--- config.mk ---
export PLATFORM = sky130hd
export DESIGN_NAME = crubit_ctrl
export DESIGN_NICKNAME = d
export VERILOG_FILES = /design/src/rtl/crubit_pkg.sv /design/src/rtl/crubit_sync.sv /design/src/rtl/crubit_ctrl.sv
export SDC_FILE = /design/constraint.sdc
export NUM_CORES = 1
export LEC_CHECK = 0
export CAP_MARGIN = 10
export CORE_AREA = 2 2 79 81
export DETAILED_ROUTE_END_ITERATION = 12
export DIE_AREA = 0 0 81 83
export HOLD_SLACK_MARGIN = 0.03
export PLACE_DENSITY = 0.52
export SLEW_MARGIN = 25
export SYNTH_ARGS = -nofsm -noshare
export SYNTH_HDL_FRONTEND = slang
export SYNTH_SLANG_ARGS = --single-unit
--- constraint.sdc ---
create_clock -name clk -period 1.8 [get_ports clk]
set_input_delay 0.54 -clock clk [delete_from_list [all_inputs] [get_ports clk]]
set_output_delay 0.54 -clock clk [all_outputs]
set_load 0.05 [all_outputs]
--- src/rtl/crubit_pkg.sv ---
// crubit_pkg: shared constants, FSM states and CRU address decode for crubit_ctrl.
package crubit_pkg;
    localparam logic [3:0] CRU_PAGE_DFLT = 4'b0001;
    localparam int IDX_W = 2;
    typedef enum logic [1:0] {IDLE, TI_WR, HOST_WR, HOLD} state_e;
    function automatic logic cru_hit(input logic [0:14] a, input logic [3:0] base, input logic [3:0] page);
        return (a[0:3] == page) && (a[4:7] == base) && (a[8:12] == 5'd0);
    endfunction
endpackage

--- src/rtl/crubit_sync.sv ---
// crubit_sync: STAGES-deep synchroniser with async active-low reset to RST_VAL.
module crubit_sync #(
    parameter int           W       = 1,
    parameter int           STAGES  = 2,
    parameter logic [W-1:0] RST_VAL = '0
) (
    input  logic         clk,
    input  logic         rst_n,
    input  logic [W-1:0] d_i,
    output logic [W-1:0] q_o
);
    logic [W-1:0] stage_q [STAGES];
    always_ff @(posedge clk or negedge rst_n) begin
        if (!rst_n) begin
            for (int i = 0; i < STAGES; i++) stage_q[i] <= RST_VAL;
        end else begin
            stage_q[0] <= d_i;
            for (int i = 1; i < STAGES; i++) stage_q[i] <= stage_q[i-1];
        end
    end
    assign q_o = stage_q[STAGES-1];
endmodule

--- src/rtl/crubit_ctrl.sv ---
// crubit_ctrl: TIPI CRU bit register sequencer arbitrating TI CRU writes and host masked writes.
// Optional host interrupt on TI bit change is enabled by defining CRUBIT_HOST_IRQ_EN.
module crubit_ctrl
    import crubit_pkg::*;
#(
    parameter int         SYNC_STAGES = 2,
    parameter logic [3:0] CRU_PAGE    = CRU_PAGE_DFLT
) (
    input  logic        clk,
    input  logic        rst_n,
    input  logic [3:0]  cru_base,
    input  logic        ti_cru_clk,
    input  logic        ti_memen,
    input  logic [0:14] addr,
    input  logic        ti_cru_out,
    output logic        ti_cru_in,
    output logic [0:3]  bits,
    input  logic        host_req,
    input  logic [0:3]  host_mask,
    input  logic [0:3]  host_data,
    output logic        host_ack,
`ifdef CRUBIT_HOST_IRQ_EN
    output logic        host_irq,
    input  logic        host_irq_clr,
`endif
    output logic        ti_busy
);
    logic strobe_s, valid_s, memen_s, data_s, hit, fall;
    logic [0:14] addr_s;
    logic [17:0] bus_s;
    logic [IDX_W-1:0] idx_s, idx_q, idx_d;
    state_e state_q, state_d;
    logic [0:3] bits_q, bits_d;
    logic armed_q, armed_d, data_q, data_d, cru_in_q, ack_q;

    crubit_sync #(.W(1), .STAGES(SYNC_STAGES), .RST_VAL(1'b1)) u_sync_strobe (
        .clk(clk), .rst_n(rst_n), .d_i(ti_cru_clk), .q_o(strobe_s)
    );
    // valid travels with the bus so a strobe held low across reset release is never taken as an edge
    crubit_sync #(.W(18), .STAGES(SYNC_STAGES), .RST_VAL(18'd0)) u_sync_bus (
        .clk(clk), .rst_n(rst_n), .d_i({1'b1, ti_memen, ti_cru_out, addr}), .q_o(bus_s)
    );
    assign {valid_s, memen_s, data_s, addr_s} = bus_s;
    assign idx_s = addr_s[13:14];
    assign hit = cru_hit(addr_s, cru_base, CRU_PAGE);
    assign fall = armed_q && !strobe_s;

    always_comb begin
        state_d = state_q;
        bits_d = bits_q;
        idx_d = idx_q;
        data_d = data_q;
        armed_d = (valid_s && strobe_s) ? 1'b1 : armed_q;
        case (state_q)
            IDLE: begin
                if (fall) begin
                    state_d = (memen_s && hit) ? TI_WR : HOLD;
                    idx_d = idx_s;
                    data_d = data_s;
                    armed_d = 1'b0;
                end else if (host_req && !ack_q) begin
                    state_d = HOST_WR;
                end
            end
            TI_WR: begin
                bits_d[idx_q] = data_q;
                state_d = HOLD;
            end
            HOST_WR: begin
                bits_d = (bits_q & ~host_mask) | (host_data & host_mask);
                state_d = IDLE;
            end
            HOLD: state_d = strobe_s ? IDLE : HOLD;
            default: state_d = IDLE;
        endcase
    end

    always_ff @(posedge clk or negedge rst_n) begin
        if (!rst_n) begin
            state_q <= IDLE;
            bits_q <= '0;
            idx_q <= '0;
            data_q <= 1'b0;
            armed_q <= 1'b0;
            cru_in_q <= 1'b0;
            ack_q <= 1'b0;
        end else begin
            state_q <= state_d;
            bits_q <= bits_d;
            idx_q <= idx_d;
            data_q <= data_d;
            armed_q <= armed_d;
            cru_in_q <= hit && bits_q[idx_s];
            ack_q <= (state_q == HOST_WR);
        end
    end

    assign bits = bits_q;
    assign ti_cru_in = cru_in_q;
    assign host_ack = ack_q;
    assign ti_busy = (state_q == TI_WR) || (state_q == HOLD);

`ifdef CRUBIT_HOST_IRQ_EN
    logic irq_q, irq_set;
    assign irq_set = (state_q == TI_WR) && (bits_q[idx_q] != data_q);
    always_ff @(posedge clk or negedge rst_n) begin
        if (!rst_n) irq_q <= 1'b0;
        else irq_q <= irq_set ? 1'b1 : host_irq_clr ? 1'b0 : irq_q;
    end
    assign host_irq = irq_q;
`endif
endmodule
==> impl_metrics.json, run 1 <==
{
  "fmax_mhz": 540,
  "fin_skew_ps": 4.86,
  "r2r_start": "state_q[1]",
  "p_per_area_nw_per_um2": 1490,
  "violations": "setup timing",
  "cp-end-kind": "output pin",
  "clk_pin_slew_ps": 80,
  "crit_chain": "inv_2 > ha_2 > or2_4 > buf_8",
  "cts-htree-levels": 2,
  "synthesis.nets": 152,
  "ys_async_sr_fraction": 1.00,
  "finalSetupViolations": 1,
  "initial_core_util": 0.297,
  "ys_types": 30,
  "synth-seq-cells": 50,
  "cts_tree": "yes",
  "timing.final.ws_setup_ps": -51.6,
  "yosysSeqAreaShare": 0.727,
  "post-place-ws_ps": 56.7,
  "synth_fa_ha_area_frac": 0.0290,
  "outcome": "finished with violations",
  "cts_sinks": 50,
  "insertion_delay_ps": 290,
  "die_h_um": 83,
  "synth-compound-area-share": 0.0761,
  "start_kind": "register",
  "drc": 0,
  "cts_buffers": 5,
  "grtUsageMet3": 0.0435,
  "power_switching_w": 0.00119,
  "worstPathArrival_ps": 1310,
  "fin_total_pwr_w": 0.00359,
  "cp_slowest_cell": "dfrtp_1",
  "yosysMostFrequentCell": "dfrtp_1",
  "hp-class": "input pin to async pin",
  "netlist_instances": 115,
  "core_area_um2": 5820,
  "route.final.wire_length_um": 2920,
  "p_seq_frac": 0.413,
  "worst-path-buf-inv": 2,
  "areaGrowthSynthToFinish_pct": 39.4,
  "drtIter0Drc": 42,
  "wl_per_cell_um": 12.1,
  "die_w_um": 81,
  "yosys.area_share.simple": 0.0827,
  "first_pass_iters": 4,
  "drv_cap": 0,
  "max_stage_delay_ps": 410,
  "comb_power_share": 0.378,
  "drive_gt1_frac": 0.229,
  "fin_crit_sh": 1.03,
  "grt_use_met2": 0.163,
  "p_leak_nw": 1.05,
  "synth_top_family_by_area": "simple AND/OR/NAND/NOR gates",
  "p_clk_frac": 0.209,
  "synth_area_um2": 1730,
  "synth.top_cells.by_area": "dfrtp_1 70%, a31oi_1 3.3%, dfstp_2 3.0%, ha_1 2.9%, mux2_4 2.6%",
  "netlist_top_cells_count": "48 x dfrtp_1, 9 x a31oi_1, 6 x a21oi_1, 6 x nand2_1",
  "r2r_setup_slack_ps": 150,
  "grt_pass1_vias": 1137,
  "yosysWarnings": 0,
  "dp_cells": 229,
  "grt-busiest-layer": "met2",
  "worst_r2r_endpoint": "data_q",
  "final_max_slew_viol_count": 0,
  "ff2ff_path_depth": 7,
  "p_sw_frac": 0.332,
  "vdd_drop_max_mv": 0.583,
  "grt_max_degree": 21,
  "hold_viol": 0,
  "use_met1": 0.121,
  "diodes": 0,
  "cp_max_fo": 3,
  "place_congestion": 0.765,
  "port_buffers": 39,
  "intPower_w": 0.00240,
  "crit_type": "register to output pin",
  "synth.avg_cell_area_um2": 15.0,
  "viasPerCell": 4.47,
  "cts_root_buffer": "clkbuf_8",
  "grt_usage": 0.103,
  "antenna_found_initial": 0,
  "drtAntennaViolNets": 0,
  "grt_pass1_wl_um": 5150,
  "min_period_ps": 1850,
  "ios": 40,
  "synth_edf_count": 0,
  "synth-xor-area-share": 0.0203,
  "rsz0062_at_grt": "true",
  "num_rows": 28,
  "muxShareOfSynthArea": 0.0450,
  "clockBufferDepth": 2,
  "ys.flop_type": "dfrtp_1",
  "fin_nets": 202,
  "grt.overflow.total": 0,
  "final_cells": 241,
  "die_area_um2": 6720,
  "synth_top_area_share": 0.696,
  "cp_top_family": "flip-flops",
  "via_count": 1077,
  "cp.required_ps": 1260,
  "yosysTopAreaCell": "dfrtp_1"
}
[worst max-delay path by stage]
| stage | start | end | slack, ps | depth (start not counted) |
|---|---|---|---|---|
| final | state_q[1] | ti_busy | -50 | 4 |
| after global routing | state_q[1] | ti_busy | -110 | 4 |
| after CTS | state_q[1] | ti_busy | -60 | 3 |
| after detailed placement | cru_base[1] | state_q[1] | 60 | 5 |
| after global placement | cru_base[1] | state_q[1] | 60 | 5 |
| after floorplan | state_q[0] | ti_busy | 250 | 2 |
[sequential cells by signal (all words and copies together), names as in the netlist, named ones only]
| name | cells |
|---|---|
| state_q | 2 |
| idx_q | 2 |
| host_ack | 1 |
| u_sync_bus.stage_q | 18 |
| u_sync_bus.q_o | 18 |
| armed_q | 1 |
| u_sync_strobe.q_o | 1 |
| u_sync_strobe.stage_q | 1 |
| data_q | 1 |
| ti_cru_in | 1 |
[metrics by stage]
stage               hold WS, ps  cell area (µm²)  utilization  setup TNS (ps)
finish                      167             2410        0.414           -51.6
floorplan                   244             1730            -               0
global placement            332             2250        0.387               0
CTS                         172             2400        0.412           -60.5
detailed placement          336             2250        0.387               0
global route                179             2410        0.414            -110
[power groups by stage]
stage                     clock network [W]  registers, W  logic [W]
after floorplan                           0       0.00163   0.000634
after global placement                    0       0.00150    0.00124
after detailed placement                  0       0.00151    0.00125
after CTS                          0.000782       0.00149    0.00135
after global routing               0.000834       0.00151    0.00148
final                              0.000749       0.00148    0.00136
[final cells by class]
type / count / area (µm²)
clock buffer: 6 / 72.6
clock inverter: 2 / 37.5
fill: 576 / 3410
inverter: 4 / 15.0
multi-input combinational: 59 / 450
sequential: 50 / 1250
tap: 75 / 93.8
timing repair buffer: 45 / 483
[worst reg2reg max path: stages (launching register included)]
cell	delay (ps)
dfrtp_1	410
inv_2	50
buf_4	120
buf_4	130
ha_1	240
and2b_4	210
nand2_4	90
mux2_4	300
[cell families (layout without fill, tap and decap cells)]
logic type	after synthesis	in the layout
multiplexers	5	5
other	1	1
flip-flops	50	50
XOR/XNOR	4	4
AO/OA/AOI/OAI	21	21
adder cells (fa/ha/maj)	4	4
AND/OR/NAND/NOR	24	24
buffers and inverters	6	57
[layout by cell type (no fill, tap or decap), types with 4 or more instances in the layout]
cell              n
a21oi_1           6
a31oi_1           9
buf_12            5
clkbuf_8          5
dfrtp_1          48
nand2_1           6
nand2b_1          4
clkdlybuf4s50_1  31
xor2_1            4
buf_4             7
[per-layer routing]
metal / vias up / routed length [µm] / part of all wire
met1: 531 / 1150 / 0.40
met3: 6 / 206 / 0.071
met4: 0 / 55 / 0.019
li1: 495 / - / -
met5: - / 0 / 0
met2: 45 / 1500 / 0.51
[what timing repair did]
item	CTS	global route
setup endpoints to repair	1	5
buffers inserted	3	1
gates resized for setup	6	1
hold buffers	0	0
hold endpoints to repair	0	0
(Power assumes the default switching activity.)
==> run 2, diff against run 1 <==
CORE_AREA = 2 2 76 85   (was 2 2 79 81)
DIE_AREA = 0 0 78 87   (was 0 0 81 83)
PLACE_DENSITY = 0.51   (was 0.52)
RECOVER_POWER = 100   (was unset)
==> impl_metrics.json, run 2 (synthesis gave the netlist of run 1 again) <==
{
  "wl_per_cell_um": 12.1,
  "die_area_um2": 6790,
  "n_fill_cell": 600,
  "grt-busiest-layer": "met2",
  "layout_commonest_cell": "dfrtp_1",
  "timing.final.ws_setup_ps": -68.7,
  "antenna_found_initial": 0,
  "crit_type": "register to output pin",
  "initial_core_util": 0.287,
  "fin_nets": 202,
  "worstPathArrival_ps": 1330,
  "tightestPinTransition_ps": 968,
  "die_w_um": 78,
  "finalSetupViolations": 1,
  "fmax_mhz": 535,
  "max_stage_delay_ps": 450,
  "cp_slowest_cell": "dfrtp_2",
  "final_max_slew_viol_count": 0,
  "drive_gt1_frac": 0.199,
  "cp_max_fo": 3,
  "grt_pass1_wl_um": 4910,
  "p_leak_nw": 1.02,
  "start_kind": "register",
  "setup_tns_ps": -68.7,
  "grt_usage": 0.0956,
  "min_period_ps": 1870,
  "p_per_area_nw_per_um2": 1450,
  "grt_max_degree": 25,
  "insertion_delay_ps": 300,
  "final_core_util": 0.386,
  "via_count": 1055,
  "num_rows": 30,
  "core_area_um2": 6010,
  "min_from": "u_sync_bus.stage_q[25]",
  "diodes": 0,
  "grt_pass1_vias": 1085,
  "violations": "setup timing",
  "power_switching_w": 0.00117,
  "vdd_drop_max_mv": 0.578,
  "drc": 0,
  "r2r_start": "state_q[0]",
  "place_congestion": 0.690,
  "post-place-ws_ps": 56.6,
  "intPower_w": 0.00220,
  "cts_sinks": 50,
  "drtAntennaViolNets": 0,
  "p_sw_frac": 0.348,
  "cp.required_ps": 1260,
  "comb_power_share": 0.341,
  "use_met1": 0.105,
  "outcome": "finished with violations",
  "drv_cap": 0,
  "port_buffers": 39,
  "timing.slew.headroom": 0.355,
  "fin_total_pwr_w": 0.00337,
  "cts_tree": "yes",
  "crit_path_start": "state_q[0]",
  "cts-hold-fix-buffers": 0,
  "viasPerCell": 4.29,
  "p_seq_frac": 0.431,
  "drtIter0Drc": 24,
  "p_clk_frac": 0.228,
  "first_pass_iters": 4,
  "grt.overflow.total": 0,
  "clockBufferDepth": 2,
  "cts-htree-levels": 2,
  "fin_crit_sh": 1.04,
  "areaGrowthSynthToFinish_pct": 34.4,
  "cts_root_buffer": "clkbuf_8",
  "final_cell_mix": "47 x dfrtp_1, 18 x dlygate4sd3_1, 13 x clkdlybuf4s50_1",
  "rsz0062_at_grt": "true",
  "worst-path-buf-inv": 1,
  "cp-end-kind": "output pin",
  "grt_use_met2": 0.167,
  "clk_pin_slew_ps": 90,
  "cp_top_family": "flip-flops",
  "crit_chain": "ha_2 > or2_4 > buf_8",
  "fin_skew_ps": 4.92,
  "route.final.wire_length_um": 2970,
  "die_h_um": 87,
  "grtUsageMet3": 0.0301,
  "cts_buffers": 5,
  "hold_viol": 0,
  "dp_hpwl_um": 2150,
  "ios": 40,
  "hp-class": "register to register"
}
==> run 2: cell count changes in the layout (fill, tap and decap cells not counted), sizes merged <==
cell           before  now
clkbuf              6   15
clkdlybuf4s50      31   13
dlygate4sd3         0   18
buf                14    5
==> run 2: final timing paths <==
kind / to / slack, ps / depth (start not counted)
min reg2reg: u_sync_bus.q_o[7] / 350 / 0
min: u_sync_bus.q_o[7] / 350 / 0
max in group asynchronous: state_q[0] / 300 / 2
min in group asynchronous: u_sync_bus.stage_q[32] / 370 / 1
max: ti_busy / -70 / 3
max reg2reg: register / 60 / 7
==> run 2: layout make-up <==
type / count / area (µm²) / share of cell area
clock buffer: 6 / 72.6 / 0.0313
clock inverter: 2 / 37.5 / 0.0162
inverter: 4 / 15.0 / 0.00647
multi-input combinational: 59 / 442 / 0.190
sequential: 50 / 1250 / 0.541
tap: 80 / 100 / 0.0432
timing repair buffer: 45 / 398 / 0.172
==> run 2: worst register-to-register path: cells and delay by family (launching register included) <==
| family | cells | cell delay [ps] |
|---|---|---|
| flops | 1 | 450 |
| fa+ha+maj | 1 | 450 |
| compound gates | 3 | 290 |
| buf+inv | 2 | 220 |
| simple gates | 1 | 200 |
==> run 2: what timing repair did <==
action / CTS / global route
hold endpoints to repair: 0 / 0
pin swaps: 1 / 3
gates resized for setup: 6 / 2
setup buffers: 3 / 1
endpoints found under the setup margin: 1 / 3
==> run 2: power groups by stage <==
| stage | logic [W] | clock network [W] | registers (W) |
|---|---|---|---|
| 2_1_floorplan | 0.000634 | 0 | 0.00163 |
| 3_3_place_gp | 0.00121 | 0 | 0.00149 |
| 3_5_place_dp | 0.00123 | 0 | 0.00150 |
| 4_1_cts | 0.00131 | 0.000796 | 0.00148 |
| 5_1_grt | 0.00126 | 0.000843 | 0.00147 |
| 6_report | 0.00115 | 0.000768 | 0.00145 |
==> run 2: metrics by stage <==
stage	hold slack, ps	area (µm²)	cells
detailed placement	335	2250	234
global route	361	2320	246
finish	352	2320	246
floorplan	244	1730	115
global placement	331	2250	234
CTS	172	2400	245
==> run 2: metal layers <==
metal  vias to the layer above  wire (µm)  part of all wire
li1                        493          -                 -
met4                         0         51             0.017
met1                       523       1220              0.41
met5                         -          0                 0
met2                        35       1560              0.52
met3                         4        138             0.046
